==> src/rtl/seq_mult_param.sv <==
// Radix-2 shift-add multiplier with early termination: done in cycle T+1+k (k = bit length of |b|), T+2 for a zero operand.
// Backpressure: ready is high only in IDLE; start is ignored while busy, so the caller holds start until ready.
module seq_mult_param #(
  parameter int WIDTH     = 8,
  parameter int SIGNED_EN = 1
) (
  input  logic               clk,
  input  logic               rst_n,
  input  logic               start,
  input  logic               signed_mode,
  input  logic [WIDTH-1:0]   a_in,
  input  logic [WIDTH-1:0]   b_in,
  output logic               ready,
  output logic               done,
  output logic [2*WIDTH-1:0] r
);

  localparam int PW = 2 * WIDTH;

  typedef enum logic [1:0] {
    IDLE = 2'd0,
    AB0  = 2'd1,
    OP   = 2'd2,
    DONE = 2'd3
  } state_t;

  state_t            r_state;
  state_t            w_state_nxt;
  logic              w_accept;

  logic [PW-1:0]     r_acc;
  logic [PW-1:0]     r_ash;
  logic [WIDTH-1:0]  r_n;
  logic              r_neg;
  logic [PW-1:0]     r_prod;

  logic              w_signed;
  logic [WIDTH-1:0]  w_a_mag;
  logic [WIDTH-1:0]  w_b_mag;
  logic              w_any_zero;
  logic [WIDTH-1:0]  w_n_nxt;
  logic [PW-1:0]     w_acc_nxt;
  logic [PW-1:0]     w_res;

  // Negating -2^(WIDTH-1) in WIDTH bits yields 2^(WIDTH-1), which is the correct unsigned magnitude.
  assign w_signed   = (SIGNED_EN != 0) && signed_mode;
  assign w_a_mag    = (w_signed && a_in[WIDTH-1]) ? (-a_in) : a_in;
  assign w_b_mag    = (w_signed && b_in[WIDTH-1]) ? (-b_in) : b_in;
  assign w_any_zero = (a_in == '0) || (b_in == '0);

  assign w_n_nxt   = r_n >> 1;
  assign w_acc_nxt = r_acc + (r_n[0] ? r_ash : '0);
  assign w_res     = r_neg ? (-w_acc_nxt) : w_acc_nxt;

  always_ff @(posedge clk or negedge rst_n) begin
    if (!rst_n) begin
      r_state <= IDLE;
    end else begin
      r_state <= w_state_nxt;
    end
  end

  always_comb begin
    w_state_nxt = r_state;
    w_accept    = 1'b0;
    ready       = 1'b0;
    done        = 1'b0;
    case (r_state)
      IDLE: begin
        ready = 1'b1;
        if (start) begin
          w_accept    = 1'b1;
          w_state_nxt = w_any_zero ? AB0 : OP;
        end
      end
      AB0: begin
        w_state_nxt = DONE;
      end
      OP: begin
        if (w_n_nxt == '0) begin
          w_state_nxt = DONE;
        end
      end
      DONE: begin
        done        = 1'b1;
        w_state_nxt = IDLE;
      end
      default: begin
        w_state_nxt = IDLE;
      end
    endcase
  end

  always_ff @(posedge clk or negedge rst_n) begin
    if (!rst_n) begin
      r_acc  <= '0;
      r_ash  <= '0;
      r_n    <= '0;
      r_neg  <= 1'b0;
      r_prod <= '0;
    end else begin
      if (w_accept) begin
        r_acc <= '0;
        r_ash <= {{WIDTH{1'b0}}, w_a_mag};
        r_n   <= w_b_mag;
        r_neg <= w_signed & (a_in[WIDTH-1] ^ b_in[WIDTH-1]);
      end else if (r_state == OP) begin
        r_acc <= w_acc_nxt;
        r_ash <= r_ash << 1;
        r_n   <= w_n_nxt;
        if (w_n_nxt == '0) begin
          r_prod <= w_res;
        end
      end else if (r_state == AB0) begin
        r_prod <= '0;
      end
    end
  end

  assign r = r_prod;

  a_done_not_ready: assert property (@(posedge clk) disable iff (!rst_n) done |-> !ready);

endmodule
==> config.mk <==
export PLATFORM = sky130hd
export DESIGN_NAME = seq_mult_param
export DESIGN_NICKNAME = d
export VERILOG_FILES = /design/src/rtl/seq_mult_param.sv
export SDC_FILE = /design/constraint.sdc
export NUM_CORES = 1
export LEC_CHECK = 0
export CORE_UTILIZATION = 40
export CTS_BUF_LIST = sky130_fd_sc_hd__clkbuf_16
export DETAILED_ROUTE_END_ITERATION = 8
export GPL_ROUTABILITY_DRIVEN = 0
export SYNTH_ARGS = -nofsm -noshare
export SYNTH_HDL_FRONTEND = slang
export SYNTH_SLANG_ARGS = --single-unit
==> constraint.sdc <==
create_clock -name clk -period 10.7 [get_ports clk]
set_input_delay 2.14 -clock clk [delete_from_list [all_inputs] [get_ports clk]]
set_output_delay 2.14 -clock clk [all_outputs]
set_load 0.05 [all_outputs]
==> qor.yml, run 1 <==
status:
  status: "completed"
timing:
  timing.final.crit_period_ps: 4110
  skew_ps: 7.04
  finalSetupViolCount: 0
  fin_crit_sh: 0.384
  fmax_ghz: 0.244
  final_max_slew_viol_count: 0
  relSlewSlack: 0.399
  finalSetupTns_ps: 0
  worst_slew_pin_slew_ps: 890
  rsz0062_at_grt: "no"
  report.final.hold_viol_count: 0
  setup_slack_ps: 6590
setup_path:
  worstPathMaxFanout: 7
  cp-end-kind: "output pin"
  criticalPathCategory: "reg -> out"
  start_kind: "register"
  worstPathBufferInverterCount: 2
  arrival_ps: 1970
  cpMaxStageDelayCell: "clkdlybuf4s50_1"
  required_ps: 8560
  critical_path.cell_chain: "inv_1 > ha_1 > clkdlybuf4s50_1"
  cpPeakStageDelay_ps: 850
  critical-path-top-delay-family: "buffers and inverters"
floorplan:
  coreArea_um2: 9420
  die_h_um: 101
  ioPinCount: 38
  dieArea_um2: 10300
  die_width_um: 101
  num_rows: 35
  initial_core_util: 0.419
route:
  drt_first_pass_iters: 4
  vias: 3053
  drc: 0
  drtAntennaViolNets: 0
  first_iter_violations: 104
  via_per_inst: 5.09
  wl_per_cell_um: 13.4
  drt-total-wl_um: 8050
pwr:
  ir_worst_vdd_mv: 0.0890
  p_leak_nw: 2.18
  powerDensity_nw_per_um2: 318
final_layout:
  nets: 510
  antenna-diode-count: 0
  fin_util: 0.497
  drive_gt1_frac: 0.0531
  fin_area_um2: 4680
  syn2layout_area_growth_pct: 18.6
hold_path:
  hold_class: "reg -> reg"
synth:
  synth-edff-count: 0
  syn_nets: 480
  seq_area_frac_synth: 0.374
  yosysUniqueCellTypes: 50
  synth_cells: 438
  synth_flop_cell: "dfrtp_1"
  synth.avg_cell_area_um2: 9.00
  ys_async_sr_fraction: 1.00
  yosysWarnings: 0
  syn-cell-area_um2: 3940
  ys_ff_latch: 59
cts:
  postCtsHoldBufs: 0
  post_cts_resized: 0
  clkTransAtPathRegs_ps: 50
  cts_tree: "yes"
  post_cts_buffers: 0
  cts_buffers: 9
  cts_sinks: 59
  clkLatencyLatePin_ps: 330
  cts_buffer_depth: 2
  htreeDepth: 3
  root_buffer: "clkbuf_16"
grt:
  overflow: 0
  grt_pass1_vias: 2870
  grt_usage: 0.173
  grt_pass1_wl_um: 13800
  grt_max_degree: 60
  antenna_found_initial: 0
placement:
  dp_hpwl_um: 5830
  portBuffers: 37
  place_ws_ps: 6760
  dpl-instance-area_um2: 4400
job:
  drv_cap: 0
[cells in the final DEF, fill, tap and decap left out, types with 2 or more instances in the layout]
master           count
and3_1               5
clkdlybuf4s50_1     36
nand2b_1             3
a21o_1               9
dfrtp_1             59
a31oi_1              3
or3_1                2
nand3b_1             3
nor3_1               6
o21ai_0             39
ha_1                20
nand2_1             50
buf_4                3
nand3_1              7
or4_1                2
nor2b_1              2
xor2_1              27
nand4_1              2
xnor2_1             15
o21a_1               3
clkinv_2             2
clkbuf_16            9
nor4_1               2
a21oi_1             18
o21ai_1              3
nor2_1              41
a211oi_1            10
o31ai_1              3
mux2i_1             33
o21bai_1             3
inv_1               12
o41ai_1              2
and2_1              17
or3_4                2
[per-layer routing]
| layer | up-vias | part of all wire | global-route usage | routed length (um) |
|---|---|---|---|---|
| met5 | - | 0 | 0 | 0 |
| met4 | 0 | 0.0092 | 0.0502 | 74 |
| met3 | 4 | 0.027 | 0.0435 | 219 |
| met2 | 44 | 0.43 | 0.254 | 3440 |
| met1 | 1412 | 0.54 | 0.250 | 4320 |
| li1 | 1593 | - | - | - |
[Yosys cell counts, types with 2 or more instances]
library cell,count,area (um^2)
dfrtp_1,59,1480
nand2_1,50,188
nor2_1,41,154
o21ai_0,39,195
mux2i_1,33,330
xor2_1,27,236
ha_1,21,263
a21oi_1,18,90.1
and2_1,17,106
xnor2_1,15,131
clkbuf_1,12,45.0
inv_1,11,41.3
a211oi_1,10,75.1
a21o_1,9,67.6
nand3_1,7,35.0
nor3_1,6,30.0
and3_1,5,31.3
buf_1,5,18.8
a31oi_1,3,18.8
nand2b_1,3,18.8
nand3b_1,3,22.5
o21a_1,3,22.5
o21ai_1,3,15.0
o21bai_1,3,22.5
o31ai_1,3,22.5
nand4_1,2,12.5
nor2b_1,2,12.5
nor4_1,2,12.5
o41ai_1,2,17.5
or3_1,2,12.5
or3_4,2,22.5
or4_1,2,15.0
[sequential cells by signal, indices dropped and copies added (netlist names)]
register,cells
r_acc,16
r_ash,16
r_n,8
r,16
r_state,2
r_neg,1
[cell type report]
cell class,instances,area [um^2]
well taps,129,161
flip-flops and latches,59,1480
fillers,900,4740
inverters,11,41.3
clock inverters,5,47.5
clock buffers,9,225
multi-input cells,347,2340
repair buffers,40,388
[power by group]
| part | internal, mW | switching [mW] | total, mW |
|---|---|---|---|
| Sequential | 0.315 | 0.0659 | 0.381 |
| Combinational | 0.332 | 0.506 | 0.838 |
| Clock | 0.174 | 0.0921 | 0.266 |
[worst paths after layout]
| path | from | end | slack, ps | cells past startpoint |
|---|---|---|---|---|
| max in group asynchronous | rst_n | r[14]$_DFFE_PN0P_ | 8230 | 2 |
| setup / recovery | r_state[0]$_DFFE_PN0P_ | ready | 6590 | 3 |
| hold / removal | r[10]$_DFFE_PN0P_ | r[10]$_DFFE_PN0P_ | 470 | 2 |
| setup reg to reg | r_n[0]$_DFFE_PN0P_ | r[15]$_DFFE_PN0P_ | 6930 | 12 |
| min in group asynchronous | rst_n | r_ash[11]$_DFFE_PN0P_ | 1960 | 2 |
| hold reg to reg | r[10]$_DFFE_PN0P_ | r[10]$_DFFE_PN0P_ | 470 | 2 |
[worst min-delay path: stages (launching register included)]
cell and delay [ps]:
dfrtp_1 330, nand2_1 40, o21ai_0 60
[logic make-up after synthesis]
kind of cell | Yosys count | synth area share
simple gates | 146 | 0.175
compound gates | 104 | 0.168
flops | 59 | 0.374
mux | 33 | 0.0838
fa+ha+maj | 22 | 0.0717
buf+inv | 32 | 0.0339
xor+xnor | 42 | 0.0933
[through the flow]
step	cells	hold WS (ps)	power (mW)
6_report	600	472	1.49
5_1_grt	600	493	1.62
4_1_cts	600	479	1.50
3_5_place_dp	586	469	1.23
3_3_place_gp	586	462	1.21
2_1_floorplan	438	487	1.04
Note: power is estimated with default switching activity, not from simulation.
==> run 2: changes to the inputs <==
==> constraint.sdc (replaced) <==
create_clock -name clk -period 4.3 [get_ports clk]
set_input_delay 0.86 -clock clk [delete_from_list [all_inputs] [get_ports clk]]
set_output_delay 0.86 -clock clk [all_outputs]
set_load 0.05 [all_outputs]
==> run 2 against run 1 <==
Compared with the run above: critical endpoint is now r[15]$_DFFE_PN0P_; non-clock buffer count increased by 1; sequential power is 150% higher; critical path type is now reg -> reg; combinational power rose to 2.5 times the previous value; sequential cell count stayed put; die area stayed put; power is 150% higher; sequential share of layout area increased by 0.068 points; register-to-register slack worse by 6400 ps; cell count is 0.50% higher; clock power is 130% higher; largest cell class unchanged; hold slack got worse by 2.1 ps; critical path depth is 9 higher.
==> qor.yml, run 2 (synthesis gave the netlist of run 1 again) <==
status:
  status: "completed"
route:
  vias: 3107
  drc: 0
  first_iter_violations: 115
  wl_met1_um: 4280
  wl_per_cell_um: 13.7
  drt-total-wl_um: 8250
  drt_first_pass_iters: 4
  routed.top_layer: "met4"
  wl_met2_um: 3590
  met3_length_um: 238
  drtAntennaViolNets: 0
  via_per_inst: 5.15
setup_path:
  start_kind: "register"
  arrival_ps: 3930
  r2r_end: "r[15]$_DFFE_PN0P_"
  required_ps: 4500
  r2r-start: "r_n[0]$_DFFE_PN0P_"
  cp-end-kind: "register"
  worstPathMaxFanout: 17
  criticalPathCategory: "reg -> reg"
  worstRegToRegCells: 12
  reg2reg_setup_slack_ps: 570
floorplan:
  ioPinCount: 38
  die_width_um: 101
  initial_core_util: 0.419
  dieArea_um2: 10300
  num_rows: 35
  coreArea_um2: 9420
  die_h_um: 101
timing:
  rsz0062_at_grt: "no"
  fin_crit_sh: 0.868
  final_max_slew_viol_count: 0
  relSlewSlack: 0.293
  timing.final.crit_period_ps: 3730
  skew_ps: 7.05
  finalSetupTns_ps: 0
  finalSetupViolCount: 0
  fmax_ghz: 0.268
  worst_slew_pin_slew_ps: 1060
  report.final.hold_viol_count: 0
final_layout:
  final_cells: 603
  fin_util: 0.496
  fin_area_um2: 4670
  drive_gt1_frac: 0.0549
  layout_common_cells: "dfrtp_1 (59), nand2_1 (50), nor2_1 (41), o21ai_0 (39), clkdlybuf4s50_1 (36)"
  nets: 511
  layout_commonest_cell: "dfrtp_1"
  fillCellCount: 912
  syn2layout_area_growth_pct: 18.3
  antenna-diode-count: 0
grt:
  grt_pass1_wl_um: 14100
  antenna_found_initial: 0
  grt_max_degree: 41
  grt_usage: 0.177
  grt_pass1_vias: 2990
  overflow: 0
cts:
  root_buffer: "clkbuf_16"
  clkLatencyLatePin_ps: 330
  post_cts_resized: 0
  cts_sinks: 59
  cts_buffers: 9
  post_cts_buffers: 0
  cts_buffer_depth: 2
  clkTransAtPathRegs_ps: 50
  postCtsHoldBufs: 0
  cts_tree: "yes"
  htreeDepth: 3
placement:
  dpl-instance-area_um2: 4410
  dp_hpwl_um: 6220
  portBuffers: 37
  dp_cells: 587
hold_path:
  holdCritStartpoint: "r[6]$_DFFE_PN0P_"
  hold_class: "reg -> reg"
  hold_path_end: "r[6]$_DFFE_PN0P_"
  holdPathStages: 2
pwr:
  ir_worst_vdd_mv: 0.339
  powerDensity_nw_per_um2: 784
  p_leak_nw: 2.19
job:
  drv_cap: 0
==> run 2: power by group <==
part	switching, mW	total [mW]	internal, mW
combinational	1.26	2.10	0.839
clock	0.232	0.608	0.376
sequential	0.164	0.948	0.784
total	1.66	3.66	2.00
==> run 2: cell type report <==
| cell class | count | area, um^2 | share of cell area |
|---|---|---|---|
| clock inverters | 7 | 30.0 | 0.00644 |
| inverters | 11 | 41.3 | 0.00885 |
| clock buffers | 9 | 225 | 0.0483 |
| repair buffers | 41 | 395 | 0.0847 |
| multi-input cells | 347 | 2340 | 0.501 |
| well taps | 129 | 161 | 0.0346 |
| flip-flops and latches | 59 | 1480 | 0.316 |
==> run 2: worst max path at each step <==
| stage | from | endpoint | slack (ps) | depth (start not counted) |
|---|---|---|---|---|
| after floorplan | r_n[0]$_DFFE_PN0P_ | r[15]$_DFFE_PN0P_ | 730 | 13 |
| after global placement | r_n[0]$_DFFE_PN0P_ | r[15]$_DFFE_PN0P_ | 600 | 12 |
| after detailed placement | r_n[0]$_DFFE_PN0P_ | r[15]$_DFFE_PN0P_ | 570 | 12 |
| after CTS | r_n[0]$_DFFE_PN0P_ | r[15]$_DFFE_PN0P_ | 560 | 12 |
| after global routing | r_n[0]$_DFFE_PN0P_ | r[14]$_DFFE_PN0P_ | 390 | 12 |
| final | r_n[0]$_DFFE_PN0P_ | r[15]$_DFFE_PN0P_ | 570 | 12 |
==> run 2: layer usage <==
metal | global-route usage | vias to the layer above
met1 | 0.242 | 1454
met4 | 0.0680 | 0
li1 | - | 1594
met5 | 0 | -
met2 | 0.273 | 48
met3 | 0.0380 | 11
==> run 2: metrics by stage <==
stage	hold slack, ps	power (mW)	worst slack (ps)
after CTS	478	3.69	556
after global placement	463	3.02	599
after detailed placement	466	3.07	566
after floorplan	487	2.60	729
final	470	3.66	569
after global routing	493	3.96	387
==> run 2: critical path, stage by stage (launching register included) <==
cell     delay, ps
dfrtp_1        510
and2_1         210
ha_1           210
fa_1           410
a21o_1         210
a21oi_2        150
xnor2_1        140
or3_4          420
or3_4          340
or4_4          470
o31ai_1        300
xor2_1         170
o21ai_1         70
==> RTL edit 1, RTL diff (settings of run 2) <==
Change the parameter `SIGNED_EN` from 1 to 0.
--- a/src/rtl/seq_mult_param.sv
+++ b/src/rtl/seq_mult_param.sv
@@ -4,3 +4,3 @@
   parameter int WIDTH     = 8,
-  parameter int SIGNED_EN = 1
+  parameter int SIGNED_EN = 0
 ) (
Check against the original RTL: not equivalent (Yosys sat finds a counterexample within 4 cycles, from zero or initial values and one cycle with rst_n low).
==> RTL edit 1 against run 2 <==
Area after synthesis is 15% lower; clock skew is 0.0010 ns higher; sequential power is 4.7% lower; critical path depth is 4 lower; power is 11% lower; final area is 11% lower; setup slack better by 0.95 ns; count of clock-buffer cells in the layout stayed put; routed wire length is 14% lower; clock power is 42% higher; sequential cell count is 1 lower; synthesized cell count is 21% lower.
==> RTL edit 1: results (changes against run 2) <==
----------------------------------------------------
[Outcome]
  Run status ... complete, no violations

[Min path]
  WHS Endpoint ... r[8]

[Layout]
  Final net count ... 418 (-18%)
  Share of final layout cell area taken by non-clock buffers ... 9.31% (+0.84 points)
  Non-clk invs ... 5 (-6)
  Area added between synthesis and finish ... 23.9%
  Combined area of the multi-input logic cells ... 1800 um2 (-23%)

[Drt]
  Metal2 WL ... 3200 um (-11%)
  First DRT Iteration DRCs ... 117 (+1.7%)
  Detailed Route WL ... 7080 um (-14%)

[Power and ir drop]
  Internal power summed over all cells ... 1.95 mW (-2.7%)
  Pleak ... 1.92 nW (-12%)
  PnR Total Power ... 3.26 mW (-11%)
  Maximum vdd drop ... 0.000515 V (+52%)
  Combinational share of power ... 45.9% (-12 points)

[Place]
  DP Wirelength ... 4960 um (-20%)
  Post-place setup slack ... 1.53 ns (+0.968 ns)
  Placed Area ... 3780 um2 (-14%)

[Logic synthesis]
  Syn_nets ... 383 (-20%)
  Largest cells by area after synthesis ... sky130_fd_sc_hd__dfrtp_1, sky130_fd_sc_hd__mux2i_1, sky130_fd_sc_hd__nand2_1
  Post-synthesis adder-cell area fraction ... 7.34% (+0.17 points)
  Fraction of synthesized area in multiplexers ... 7.64% (-0.74 points)
  Flop and latch count out of synthesis ... 58 (-1.7%)
  Post-synth top cells ... sky130_fd_sc_hd__nand2_1, sky130_fd_sc_hd__dfrtp_1, sky130_fd_sc_hd__mux2i_1, sky130_fd_sc_hd__a21oi_1, sky130_fd_sc_hd__o21ai_0
  Share of the synthesized area in compound gates (AO/OA/AOI/OAI) ... 18.0% (+1.2 points)

[Worst setup path]
  Register-to-Register Path Depth ... 8 (-4)
  Arrival time of the worst setup path ... 2.99 ns (-0.94 ns)
  Slack of the worst reg-to-reg path ... 1.52 ns (+0.95 ns)
  Largest delay contributor family on the critical path ... compound AO/OA/AOI/OAI gates

[STA]
  Clock Skew ... 0.00807 ns (+0.00102 ns)

[Global route]
  Maximum number of pins on one net before global-route repair ... 47 (+15%)

----------------------------------------------------
## RTL edit 1: cell count changes after synthesis, moves of 6 or more
cell / run 2 / this run
sky130_fd_sc_hd__mux2i_1: 33 / 24
sky130_fd_sc_hd__nand3_1: 7 / 1
sky130_fd_sc_hd__nand2_1: 50 / 61
sky130_fd_sc_hd__o21ai_1: 3 / 12
sky130_fd_sc_hd__xor2_1: 27 / 3
sky130_fd_sc_hd__nor2_1: 41 / 12
sky130_fd_sc_hd__o21ai_2: 1 / 9
sky130_fd_sc_hd__xnor2_1: 15 / 9
sky130_fd_sc_hd__inv_1: 11 / 4
sky130_fd_sc_hd__o21ai_0: 39 / 19
sky130_fd_sc_hd__a211oi_1: 10 / 1
## RTL edit 1: metal layers
layer / GRT usage, % / vias up
met2: 29.0 / 64
met5: 0 / -
met1: 24.6 / 1224
met3: 4.39 / 10
li1: - / 1304
met4: 7.31 / 0
==> RTL edit 2, RTL diff (flow settings as in run 2) <==
Made on the original files. Re-encode `state_t` (4 states) as one-hot, 4 bits wide.
--- a/src/rtl/seq_mult_param.sv
+++ b/src/rtl/seq_mult_param.sv
@@ -19,7 +19,7 @@
 
-  typedef enum logic [1:0] {
-    IDLE = 2'd0,
-    AB0  = 2'd1,
-    OP   = 2'd2,
-    DONE = 2'd3
+  typedef enum logic [3:0] {
+    IDLE = 4'b0001,
+    AB0  = 4'b0010,
+    OP   = 4'b0100,
+    DONE = 4'b1000
   } state_t;
Formal check against the unedited RTL: no difference found for any inputs over 4 cycles, from zero or initial values and one cycle with rst_n low; so few cycles prove little.
==> RTL edit 2 against run 2 <==
Maximum frequency is 5.3% higher; cell count is 0.50% higher; die area is 0.53% lower; critical path type unchanged; critical path depth is 1 lower; sequential power is 4.4% lower; setup slack better by 0.19 ns; sequential cell count is 2 higher; power is 14% lower; routed wire length is 8.3% higher; hold slack better by 0.00087 ns; via count is 5.0% higher; area after synthesis is 0.54% lower; clock skew is 0.0016 ns lower; final area is 1.3% higher.
==> RTL edit 2: results (changes against run 2) <==
----------------------------------------------------
[Power and ir drop]
  Pleak ... 2.08 nW (-5.0%)
  Power of the sequential group ... 906 uW (-4.4%)
  Maximum vdd drop ... 0.000261 V (-23%)
  Combinational share of power ... 47.7% (-9.7 points)
  PnR Total Power ... 3.15 mW (-14%)
  Switching share of power ... 42.3% (-3.1 points)

[Place]
  Total placed cells including tap cells ... 590 (+0.51%)
  DP Wirelength ... 6550 um (+5.3%)

[Logic synthesis]
  Number of distinct library cells after synthesis ... 58 (+16%)
  Syn_nets ... 477 (-0.63%)
  Sequential share of the synthesized area ... 38.9% (+1.5 points)
  Largest cells by area after synthesis ... sky130_fd_sc_hd__dfrtp_1, sky130_fd_sc_hd__ha_1, sky130_fd_sc_hd__nand2_1
  Post-synth top cells ... sky130_fd_sc_hd__dfrtp_1, sky130_fd_sc_hd__nand2_1, sky130_fd_sc_hd__o21ai_0, sky130_fd_sc_hd__nand3_1, sky130_fd_sc_hd__nor2_1
  Count of warnings emitted by yosys ... 0 (unchanged)
  Synth Area per Inst ... 8.96 um2 (-0.54%)

[Drt]
  First DRT Iteration DRCs ... 136 (+18%)
  Count of vias placed by the detailed router ... 3263 (+5.0%)
  Number of optimization iterations in the first detailed-route pass ... 5 (+1)
  Detailed Route WL ... 8930 um (+8.3%)

[Global route]
  Vias in the first global route ... 3117 (+4.2%)
  Maximum number of pins on one net before global-route repair ... 35 (-15%)
  First-pass GRT wire length ... 15200 um (+7.6%)
  Met2 Resource Use GR ... 31.3% (+4.0 points)
  Global-route track usage on met3 ... 3.33% (-0.47 points)
  GRT Util Overall ... 19.3% (+1.6 points)

[STA]
  Clock Skew ... 0.00549 ns (-0.00156 ns)
  Least-Margin Pin Slew ... 1.15 ns (+0.0905 ns)

[Worst setup path]
  Arrival time of the worst setup path ... 3.74 ns (-0.19 ns)
  Register-to-Register Path Depth ... 11 (-1)
  Crit path launch type ... flip-flop
  Slack of the worst reg-to-reg path ... 0.76 ns (+0.19 ns)

[Layout]
  Cell Count, Final, Fillers Out ... 606 (+0.50%)
  Layout cells sized above 1 ... 8.18% (+2.7 points)
  Filler Cells Inserted ... 925 (+1.4%)

[Min path]
  Startpoint of the most critical hold path ... r[10]
  WHS Endpoint ... r[10]

[Outcome]
  Run status ... complete, no violations

----------------------------------------------------
-- RTL edit 2: metrics by stage --
stage	setup slack, ns	instance area, um2	hold slack (ns)	util (%)
detailed placement	0.785	4420	0.466	47.2
CTS	0.775	4730	0.478	50.4
global placement	0.924	4420	0.461	47.2
global route	0.528	4730	0.505	50.4
finish	0.757	4730	0.470	50.4
floorplan	0.804	3920	0.453	-
-- RTL edit 2: kinds of logic after synthesis --
kind of cell | count (synthesis) | share of synthesized area, %
xor+xnor | 41 | 9.35
buf+inv | 33 | 3.19
fa+ha+maj | 19 | 6.25
flops | 61 | 38.9
mux | 1 | 0.255
compound gates | 116 | 21.2
simple gates | 167 | 20.8
-- RTL edit 2: worst max path at each step --
| stage | slack (ns) | endpoint | cells past startpoint |
|---|---|---|---|
| after floorplan | 0.80 | r_ash[2] | 7 |
| after global placement | 0.92 | r[15] | 11 |
| after detailed placement | 0.78 | r[12] | 11 |
| after CTS | 0.77 | r[12] | 11 |
| after global routing | 0.53 | r[15] | 11 |
| final | 0.76 | r[15] | 11 |
-- RTL edit 2: cell type report --
type	count	area share, %
timing repair buffer	42	8.52
tap	129	3.41
sequential	61	32.3
inverter	14	1.11
clock inverter	7	1.72
clock buffer	9	4.76
multi-input combinational	344	48.1
-- RTL edit 2: routing by layer --
metal | part of all wire, % | vias to the layer above
met5 | 0 | -
met4 | 1.8 | 0
met1 | 50 | 1549
met2 | 45 | 63
li1 | - | 1640
met3 | 2.8 | 11
-- RTL edit 2: worst max-delay path, delay by kind of cell, from the launching register on --
| kind | cells | cell delay [ns] |
|---|---|---|
| compound gates | 3 | 0.60 |
| simple gates | 5 | 1.23 |
| flops | 1 | 0.51 |
| fa+ha+maj | 2 | 0.67 |
| xor+xnor | 1 | 0.40 |
